File: src/rtl/binar_thr_ctrl.sv
// Frame-synchronous binarization threshold controller: manual key stepping or
// auto mode from the previous frame's mean luma, applied only at frame boundaries.
module binar_thr_ctrl #(
    parameter logic [7:0]        DEFAULT_THR = 8'd128,
    parameter logic [7:0]        STEP        = 8'd4,
    parameter logic signed [8:0] AUTO_OFS    = 9'sd0,
    parameter int unsigned       SUM_W       = 27,
    parameter int unsigned       CNT_W       = 20
) (
    input  logic       clk,
    input  logic       rst_n,
    input  logic       ycbcr_vsync,
    input  logic       ycbcr_de,
    input  logic [7:0] img_y,
    input  logic       key_mode,
    input  logic       key_up,
    input  logic       key_down,
    output logic [7:0] threshold,
    output logic       auto_mode,
    output logic       thr_update,
    output logic       busy
);

    localparam int unsigned BIT_W = $clog2(SUM_W + 1);

    typedef enum logic [1:0] {StIdle, StDiv, StApply} state_t;

    state_t             state_q, state_d;
    logic               vs_d;
    logic [SUM_W-1:0]   sum_q, sum_d;
    logic [CNT_W-1:0]   cnt_q, cnt_d;
    logic [SUM_W-1:0]   dvd_q, dvd_d;
    logic [CNT_W-1:0]   dvs_q, dvs_d;
    logic [CNT_W:0]     rem_q, rem_d;
    logic [BIT_W-1:0]   bit_q, bit_d;
    logic [7:0]         thr_q, thr_d;
    logic [7:0]         pending_q, pending_d;
    logic               auto_q, auto_d;
    logic               upd_q, upd_d;
    logic               busy_q, busy_d;

    logic               frame_end;
    logic [CNT_W:0]     rem_sh;
    logic               rem_ge;
    logic [8:0]         up_sum;
    logic [7:0]         q8;
    logic signed [9:0]  ofs_sum;
    logic [7:0]         auto_thr;

    assign frame_end = ycbcr_vsync & ~vs_d;

    // Restoring divider step: dvd_q shifts out dividend bits and shifts in quotient bits
    assign rem_sh = {rem_q[CNT_W-1:0], dvd_q[SUM_W-1]};
    assign rem_ge = rem_sh >= {1'b0, dvs_q};

    assign up_sum   = {1'b0, pending_q} + {1'b0, STEP};
    assign q8       = (|dvd_q[SUM_W-1:8]) ? 8'hff : dvd_q[7:0];
    assign ofs_sum  = $signed({2'b00, q8}) + $signed({AUTO_OFS[8], AUTO_OFS});
    assign auto_thr = (ofs_sum < 0) ? 8'd0 : ((ofs_sum > 10'sd255) ? 8'hff : ofs_sum[7:0]);

    always_comb begin
        sum_d = sum_q;
        cnt_d = cnt_q;
        if (frame_end) begin
            sum_d = ycbcr_de ? SUM_W'(img_y) : '0;
            cnt_d = ycbcr_de ? CNT_W'(1) : '0;
        end else if (ycbcr_de && !(&cnt_q)) begin
            sum_d = sum_q + SUM_W'(img_y);
            cnt_d = cnt_q + CNT_W'(1);
        end
    end

    always_comb begin
        auto_d    = auto_q ^ key_mode;
        pending_d = pending_q;
        if (key_mode && auto_q) begin
            pending_d = thr_q;
        end else if (!auto_q && (key_up ^ key_down)) begin
            if (key_up) begin
                pending_d = up_sum[8] ? 8'hff : up_sum[7:0];
            end else begin
                pending_d = (pending_q < STEP) ? 8'd0 : pending_q - STEP;
            end
        end
    end

    always_comb begin
        state_d = state_q;
        busy_d  = busy_q;
        upd_d   = 1'b0;
        thr_d   = thr_q;
        dvd_d   = dvd_q;
        dvs_d   = dvs_q;
        rem_d   = rem_q;
        bit_d   = bit_q;
        unique case (state_q)
            StIdle: begin
                if (frame_end) begin
                    if (!auto_q) begin
                        thr_d = pending_q;
                        upd_d = 1'b1;
                    end else if (cnt_q != '0) begin
                        state_d = StDiv;
                        busy_d  = 1'b1;
                        dvd_d   = sum_q;
                        dvs_d   = cnt_q;
                        rem_d   = '0;
                        bit_d   = BIT_W'(SUM_W);
                    end
                end
            end
            StDiv: begin
                dvd_d = {dvd_q[SUM_W-2:0], rem_ge};
                rem_d = rem_ge ? (rem_sh - {1'b0, dvs_q}) : rem_sh;
                bit_d = bit_q - BIT_W'(1);
                if (bit_q == BIT_W'(1)) begin
                    state_d = StApply;
                    busy_d  = 1'b0;
                end
            end
            StApply: begin
                thr_d   = auto_thr;
                upd_d   = 1'b1;
                state_d = StIdle;
            end
            default: state_d = StIdle;
        endcase
    end

    always_ff @(posedge clk or negedge rst_n) begin
        if (!rst_n) begin
            state_q   <= StIdle;
            vs_d      <= 1'b0;
            sum_q     <= '0;
            cnt_q     <= '0;
            dvd_q     <= '0;
            dvs_q     <= '0;
            rem_q     <= '0;
            bit_q     <= '0;
            thr_q     <= DEFAULT_THR;
            pending_q <= DEFAULT_THR;
            auto_q    <= 1'b0;
            upd_q     <= 1'b0;
            busy_q    <= 1'b0;
        end else begin
            state_q   <= state_d;
            vs_d      <= ycbcr_vsync;
            sum_q     <= sum_d;
            cnt_q     <= cnt_d;
            dvd_q     <= dvd_d;
            dvs_q     <= dvs_d;
            rem_q     <= rem_d;
            bit_q     <= bit_d;
            thr_q     <= thr_d;
            pending_q <= pending_d;
            auto_q    <= auto_d;
            upd_q     <= upd_d;
            busy_q    <= busy_d;
        end
    end

    assign threshold  = thr_q;
    assign auto_mode  = auto_q;
    assign thr_update = upd_q;
    assign busy       = busy_q;

endmodule

File: config.mk
export PLATFORM = sky130hd
export DESIGN_NAME = binar_thr_ctrl
export DESIGN_NICKNAME = d
export VERILOG_FILES = /design/src/rtl/binar_thr_ctrl.sv
export SDC_FILE = /design/constraint.sdc
export NUM_CORES = 1
export LEC_CHECK = 0
export BUFFER_PORTS_ARGS = -buffer_cell sky130_fd_sc_hd__buf_4
export CAP_MARGIN = 20
export CORE_ASPECT_RATIO = 0.8
export CORE_MARGIN = 4
export CORE_UTILIZATION = 45
export DETAILED_ROUTE_END_ITERATION = 8
export SLEW_MARGIN = 10
export SYNTH_ARGS = -nofsm -noshare
export SYNTH_HDL_FRONTEND = slang
export SYNTH_SLANG_ARGS = --single-unit
File: constraint.sdc
create_clock -name clk -period 5.2 [get_ports clk]
set_input_delay 0.26 -clock clk [delete_from_list [all_inputs] [get_ports clk]]
set_output_delay 0.26 -clock clk [all_outputs]
set_load 0.01 [all_outputs]
==> results of run 1 <==
[final cells by class]
type | count | area (sq um)
Multi-Input combinational cell | 707 | 4470
Fill cell | 1719 | 8910
Clock inverter | 10 | 90.1
Sequential cell | 141 | 3530
Clock buffer | 22 | 474
Timing Repair Buffer | 35 | 292
Inverter | 37 | 139
Tap cell | 253 | 317
[power by group]
part           internal [uW]  switching, uW
combinational           1220           1710
sequential              1450            379
clock                    694            470
[stage by stage]
stage,instance area (sq um),std cells
2_1_floorplan,8370,937
3_3_place_gp,8700,1169
3_5_place_dp,8700,1169
4_1_cts,9270,1202
5_1_grt,9320,1205
6_report,9320,1205
[per-layer routing]
layer,part of all wire,up-vias,wire length [microns]
met1,0.54,3326,11000
met5,0,-,0
li1,-,3386,-
met4,0.0072,0,146
met2,0.40,156,8160
met3,0.052,12,1060
[state kept, by name, indices dropped and copies added, names as in the netlist]
register and cells:
threshold 8, busy 1, auto_mode 1, vs_d 1, thr_update 1, rem_q 20, dvs_q 20, pending_q 8
dvd_q 27, bit_q 5, cnt_q 20, state_q 2, sum_q 27
[cells in the final DEF, fill, tap and decap left out, types with 17 or more instances in the layout]
master,n
dfrtp_1,139
nand2_1,106
nor2_1,81
o21ai_0,78
a21oi_1,52
a22oi_1,49
inv_1,37
xnor2_1,36
ha_1,35
nand3_1,31
buf_4,30
o21ai_1,20
xor2_1,20
clkbuf_16,17
[what timing repair did]
item                      CTS  global route
hold buffers                1             1
buffers inserted            0             0
hold endpoints to repair    1            35
[worst paths after layout]
check,slack [ns],cells after the start,startpoint,endpoint
worst max-delay path,2.28,8,rem_q[5],dvd_q[0]
worst min-delay path,0.07,2,key_mode,auto_mode
worst max register to register,2.28,8,rem_q[5],dvd_q[0]
worst min register to register,0.49,2,pending_q[1],pending_q[1]
max in group asynchronous,3.67,4,rst_n,threshold[7]
min in group asynchronous,0.29,2,rst_n,dvs_q[4]
[cells by family (layout without fill, tap and decap cells)]
kind of cell    after synthesis  in the layout  share of synthesized area
simple gates                318            318                      0.182
mux                          14             14                     0.0169
fa+ha+maj                    37             37                     0.0571
xor+xnor                     56             56                     0.0586
buf+inv                      89            104                     0.0456
flops                       141            141                      0.422
compound gates              282            282                      0.218
==> summary.txt, run 1 <==
Run status
  • Outcome: completed

Routing
  • Wire per inst: 16.9 microns
  • Vias: 6880
  • TritonRoute pass-1 iters: 6
  • Drc violations: 0
  • Routed WL: 20.4 mm
  • Vias per cell: 5.71
  • DR iter-0 viols: 658
  • Post-route ant nets: 0

Critical path
  • CP top delay family: compound AO/OA/AOI/OAI gates
  • Crit-path cells: ha_1, a211oi_2, nand2b_1, o21ai_1, o21ai_2, o21ai_4, or2_2, o211ai_1
  • Setup crit end kind: flip-flop
  • Nature of the critical path startpoint: flip-flop
  • WP buf/inv: 0
  • Worst Path Arrival: 3.19 ns
  • Worst path slowest cell: o21ai_4
  • WS Path Type: reg -> reg
  • Slowest cell delay on critical path: 0.70 ns
  • Critical-path maximum fanout: 26
  • Worst Path Required: 5.46 ns

Placement
  • GP Congestion: 0.875
  • Dpl ws: 2.30 ns
  • Number of I/O port buffers: 25
  • Hpwl dp: 13.8 mm

Power
  • Peak supply drop: 0.329 mV
  • Total power: 5930 uW
  • Power Dens Cells: 636 nW/um^2
  • Static leakage: 0.00395 uW

Global route
  • GR Layer Usage met2: 0.267
  • Busiest layer in global routing: met1
  • Vias in the first global route: 6199
  • GRT overflow: 0
  • Met3 Track Usage GR: 0.0496
  • Largest net degree at the start of global routing: 107
  • M1 GR Usage: 0.321
  • Initial antenna violation count: 0
  • Overall Global Routing Usage: 0.200
  • First-pass GRT wire length: 33.7 mm

Floorplan
  • Boundary Pins: 26
  • Area of the core: 18200 sq um
  • Initial Utilization: 0.459
  • Chip Width: 160 microns
  • Chip height: 130 microns
  • Core Rows: 44
  • Die area: 20900 sq um

Logic synthesis
  • Ys flop type: dfrtp_1
  • EDFF count, synth: 0
  • Synth Area per Inst: 8.93 sq um
  • Post-synth ARST share: 1.00
  • Post-synthesis sequential area ratio: 0.422
  • Post-Syn Nets: 989
  • Synth top area share: 0.416
  • Commonest cells in the netlist: dfrtp_1, nand2_1, nor2_1
  • Area leader, netlist: dfrtp_1
  • Cells after synthesis: 937
  • Total of flip-flops plus latches after synthesis: 141
  • Most frequent cell after synthesis: dfrtp_1
  • Cell area after synthesis: 8370 sq um
  • Unique masters post-synth: 72
  • Yosys warns: 0
  • Top cells by area, synth: dfrtp_1, ha_1, nand2_1

STA
  • Final Max Slew Viols: 0
  • Final Hold Viols: 0
  • Count of final setup violators: 0
  • Fin Setup TNS: 0 ns
  • Rel. slew slack: 0.291
  • Period utilization: 0.562
  • WHS: 0.0745 ns
  • Fin crit period: 2.92 ns
  • Setup Skew: 0.0122 ns
  • Unrepaired setup endpoints after global routing: false
  • Max Clock Freq: 342 MHz
  • Worst-margin pin slew: 1.06 ns
  • Setup slack after layout: 2.28 ns

Layout
  • Antenna cells: 0
  • Layout cells sized above 1: 0.0914
  • Fin util: 0.511
  • P&R area growth vs syn: 11.3%
  • Layout Nets: 991

Hold path
  • Min-delay worst type: in -> reg

Clock network
  • Clock sinks: 141
  • H-tree depth: 4
  • CTS tree: done
  • CTS resizes: 0
  • Max Buffers Root-to-Sink: 2
  • Root buf cell: clkbuf_16
  • Num CTS Buffers: 17
  • Clk Latency, worst-skew pair: 0.43 ns
  • Clock-pin slew on the worst setup and hold paths: 0.06 ns

Job
  • Max Cap Viol: 0
(Power assumes the default switching activity.)
==> run 2, diff against run 1 <==
==> constraint.sdc (replaced) <==
create_clock -name clk -period 3 [get_ports clk]
set_input_delay 0.15 -clock clk [delete_from_list [all_inputs] [get_ports clk]]
set_output_delay 0.15 -clock clk [all_outputs]
set_load 0.01 [all_outputs]
==> summary.txt, run 2 (same netlist as run 1, synthesis figures left out) <==
Run status
  • Outcome: completed

Critical path
  • Critical-path maximum fanout: 15
  • Worst Path Arrival: 3.00 ns
  • Nature of the critical path startpoint: flip-flop
  • Setup crit end kind: flip-flop
  • WS Path Type: reg -> reg
  • Number of cells on the worst reg-to-reg path: 9
  • Worst Path Required: 3.30 ns

Layout
  • Antenna cells: 0
  • Sequential Area: 3530 sq um
  • Top flop regs: dvd_q: 27 flops, sum_q: 27 flops
  • Most common cell after layout, fill and taps aside: dfrtp_1
  • P&R area growth vs syn: 13.9%
  • Layout fillers: 1695
  • Layout Nets: 1012
  • Multi-input logic area: 4470 sq um
  • Layout cells sized above 1: 0.108
  • Commonest cells after routing, fill and taps aside: dfrtp_1, nand2_1, nor2_1, o21ai_0, a21oi_1

Global route
  • GRT overflow: 0
  • Overall Global Routing Usage: 0.207
  • First-pass GRT wire length: 34.9 mm
  • Vias in the first global route: 6496
  • Largest net degree at the start of global routing: 77
  • Initial antenna violation count: 1

STA
  • Count of final setup violators: 0
  • Period utilization: 0.901
  • WHS: 0.00916 ns
  • Rel. slew slack: 0.512
  • Setup Skew: 0.00603 ns
  • Max Clock Freq: 370 MHz
  • Fin crit period: 2.70 ns
  • Unrepaired setup endpoints after global routing: false
  • Final Max Slew Viols: 0
  • Final Hold Viols: 0
  • Fin Setup TNS: 0 ns
  • Worst-margin pin slew: 0.733 ns
  • Setup slack after layout: 0.296 ns

Routing
  • DR iter-0 viols: 632
  • Met2 wire length: 8.27 mm
  • DR WL met3: 1.06 mm
  • Top Layer Used: met4
  • Vias: 7030
  • Post-route ant nets: 0
  • Vias per cell: 5.73
  • Routed WL: 21.1 mm
  • Drc violations: 0
  • Wire per inst: 17.2 microns
  • TritonRoute pass-1 iters: 5
  • M1 WL: 11.5 mm

Placement
  • Dpl ws: 0.358 ns
  • GP Congestion: 0.882
  • Hpwl dp: 14.6 mm
  • Number of I/O port buffers: 25

Power
  • Peak supply drop: 0.553 mV
  • Combinational share of power: 0.508
  • Static leakage: 0.00407 uW
  • Power Dens Cells: 1120 nW/um^2
  • Sw Ratio: 0.424
  • Sequential power share: 0.292
  • Clock power share: 0.200
  • Int Pwr: 6130 uW
  • Psw: 4520 uW

Clock network
  • Clock-pin slew on the worst setup and hold paths: 0.06 ns
  • CTS resizes: 0
  • Hold buffer count at CTS: 6
  • Max Buffers Root-to-Sink: 2
  • Clock sinks: 141
  • Post-CTS setup buffer count: 0
  • Num CTS Buffers: 17
  • H-tree depth: 4
  • Clk Latency, worst-skew pair: 0.42 ns
  • CTS tree: done
  • Root buf cell: clkbuf_16

Hold path
  • Min-delay worst type: in -> reg
  • WHS Path Cells: 3

Floorplan
  • Chip Width: 160 microns
  • Initial Utilization: 0.459
  • Area of the core: 18200 sq um
  • Die area: 20900 sq um
  • Core Rows: 44
  • Boundary Pins: 26
  • Chip height: 130 microns

Job
  • Max Cap Viol: 0
==> run 2: changes by cell type in the layout (fill, tap and decap cells not counted), sizes merged <==
cell / previous run / this run
buf: 32 / 50
dlygate4sd3: 2 / 6
bufinv: 1 / 2
clkbuf: 23 / 22
clkinv: 5 / 6
clkinvlp: 3 / 2
inv: 38 / 37
==> run 2: path summary, 6_finish.rpt <==
check	from	endpoint	slack (ns)
worst max register to register	rem_q[5]	rem_q[3]	0.30
worst min-delay path	img_y[1]	sum_q[1]	0.009
max in group asynchronous	rst_n	threshold[7]	1.92
worst max-delay path	rem_q[5]	rem_q[3]	0.30
worst min register to register	pending_q[0]	pending_q[0]	0.51
min in group asynchronous	rst_n	cnt_q[9]	0.32
==> run 2: cell type report <==
type | count | share of cell area
clock buffers | 22 | 0.0508
flip-flops and latches | 141 | 0.370
inverters | 37 | 0.0146
repair buffers | 56 | 0.0500
well taps | 253 | 0.0332
clock inverters | 10 | 0.0118
multi-input cells | 707 | 0.469
==> run 2: metrics by stage <==
step                utilization  area, sq um  cells  power (uW)
global route              0.523         9530   1226       11500
finish                    0.523         9530   1226       10600
CTS                       0.523         9530   1225       10600
detailed placement        0.487         8870   1187        8460
floorplan                     -         8370    937        7060
global placement          0.487         8870   1187        8420
==> run 2: power groups by stage <==
stage	combinational, uW	sequential [uW]	clock (uW)
finish	5410	3110	2130
global route	6020	3180	2250
CTS	5370	3100	2160
detailed placement	5330	3120	0
global placement	5300	3110	0
floorplan	4160	2910	0
==> run 2: per-layer routing <==
layer	global-route usage	up-vias
met5	0	-
met4	0.0551	0
met3	0.0376	19
met2	0.277	170
met1	0.338	3413
li1	-	3428
==> run 2: critical path: stages, from the launching register on <==
cell	delay (ns)
dfrtp_1	0.39
ha_1	0.38
a211oi_2	0.35
nand2b_1	0.11
o21ai_1	0.29
o21ai_2	0.16
o21ai_4	0.39
buf_12	0.21
mux2i_1	0.18
o21ai_0	0.09
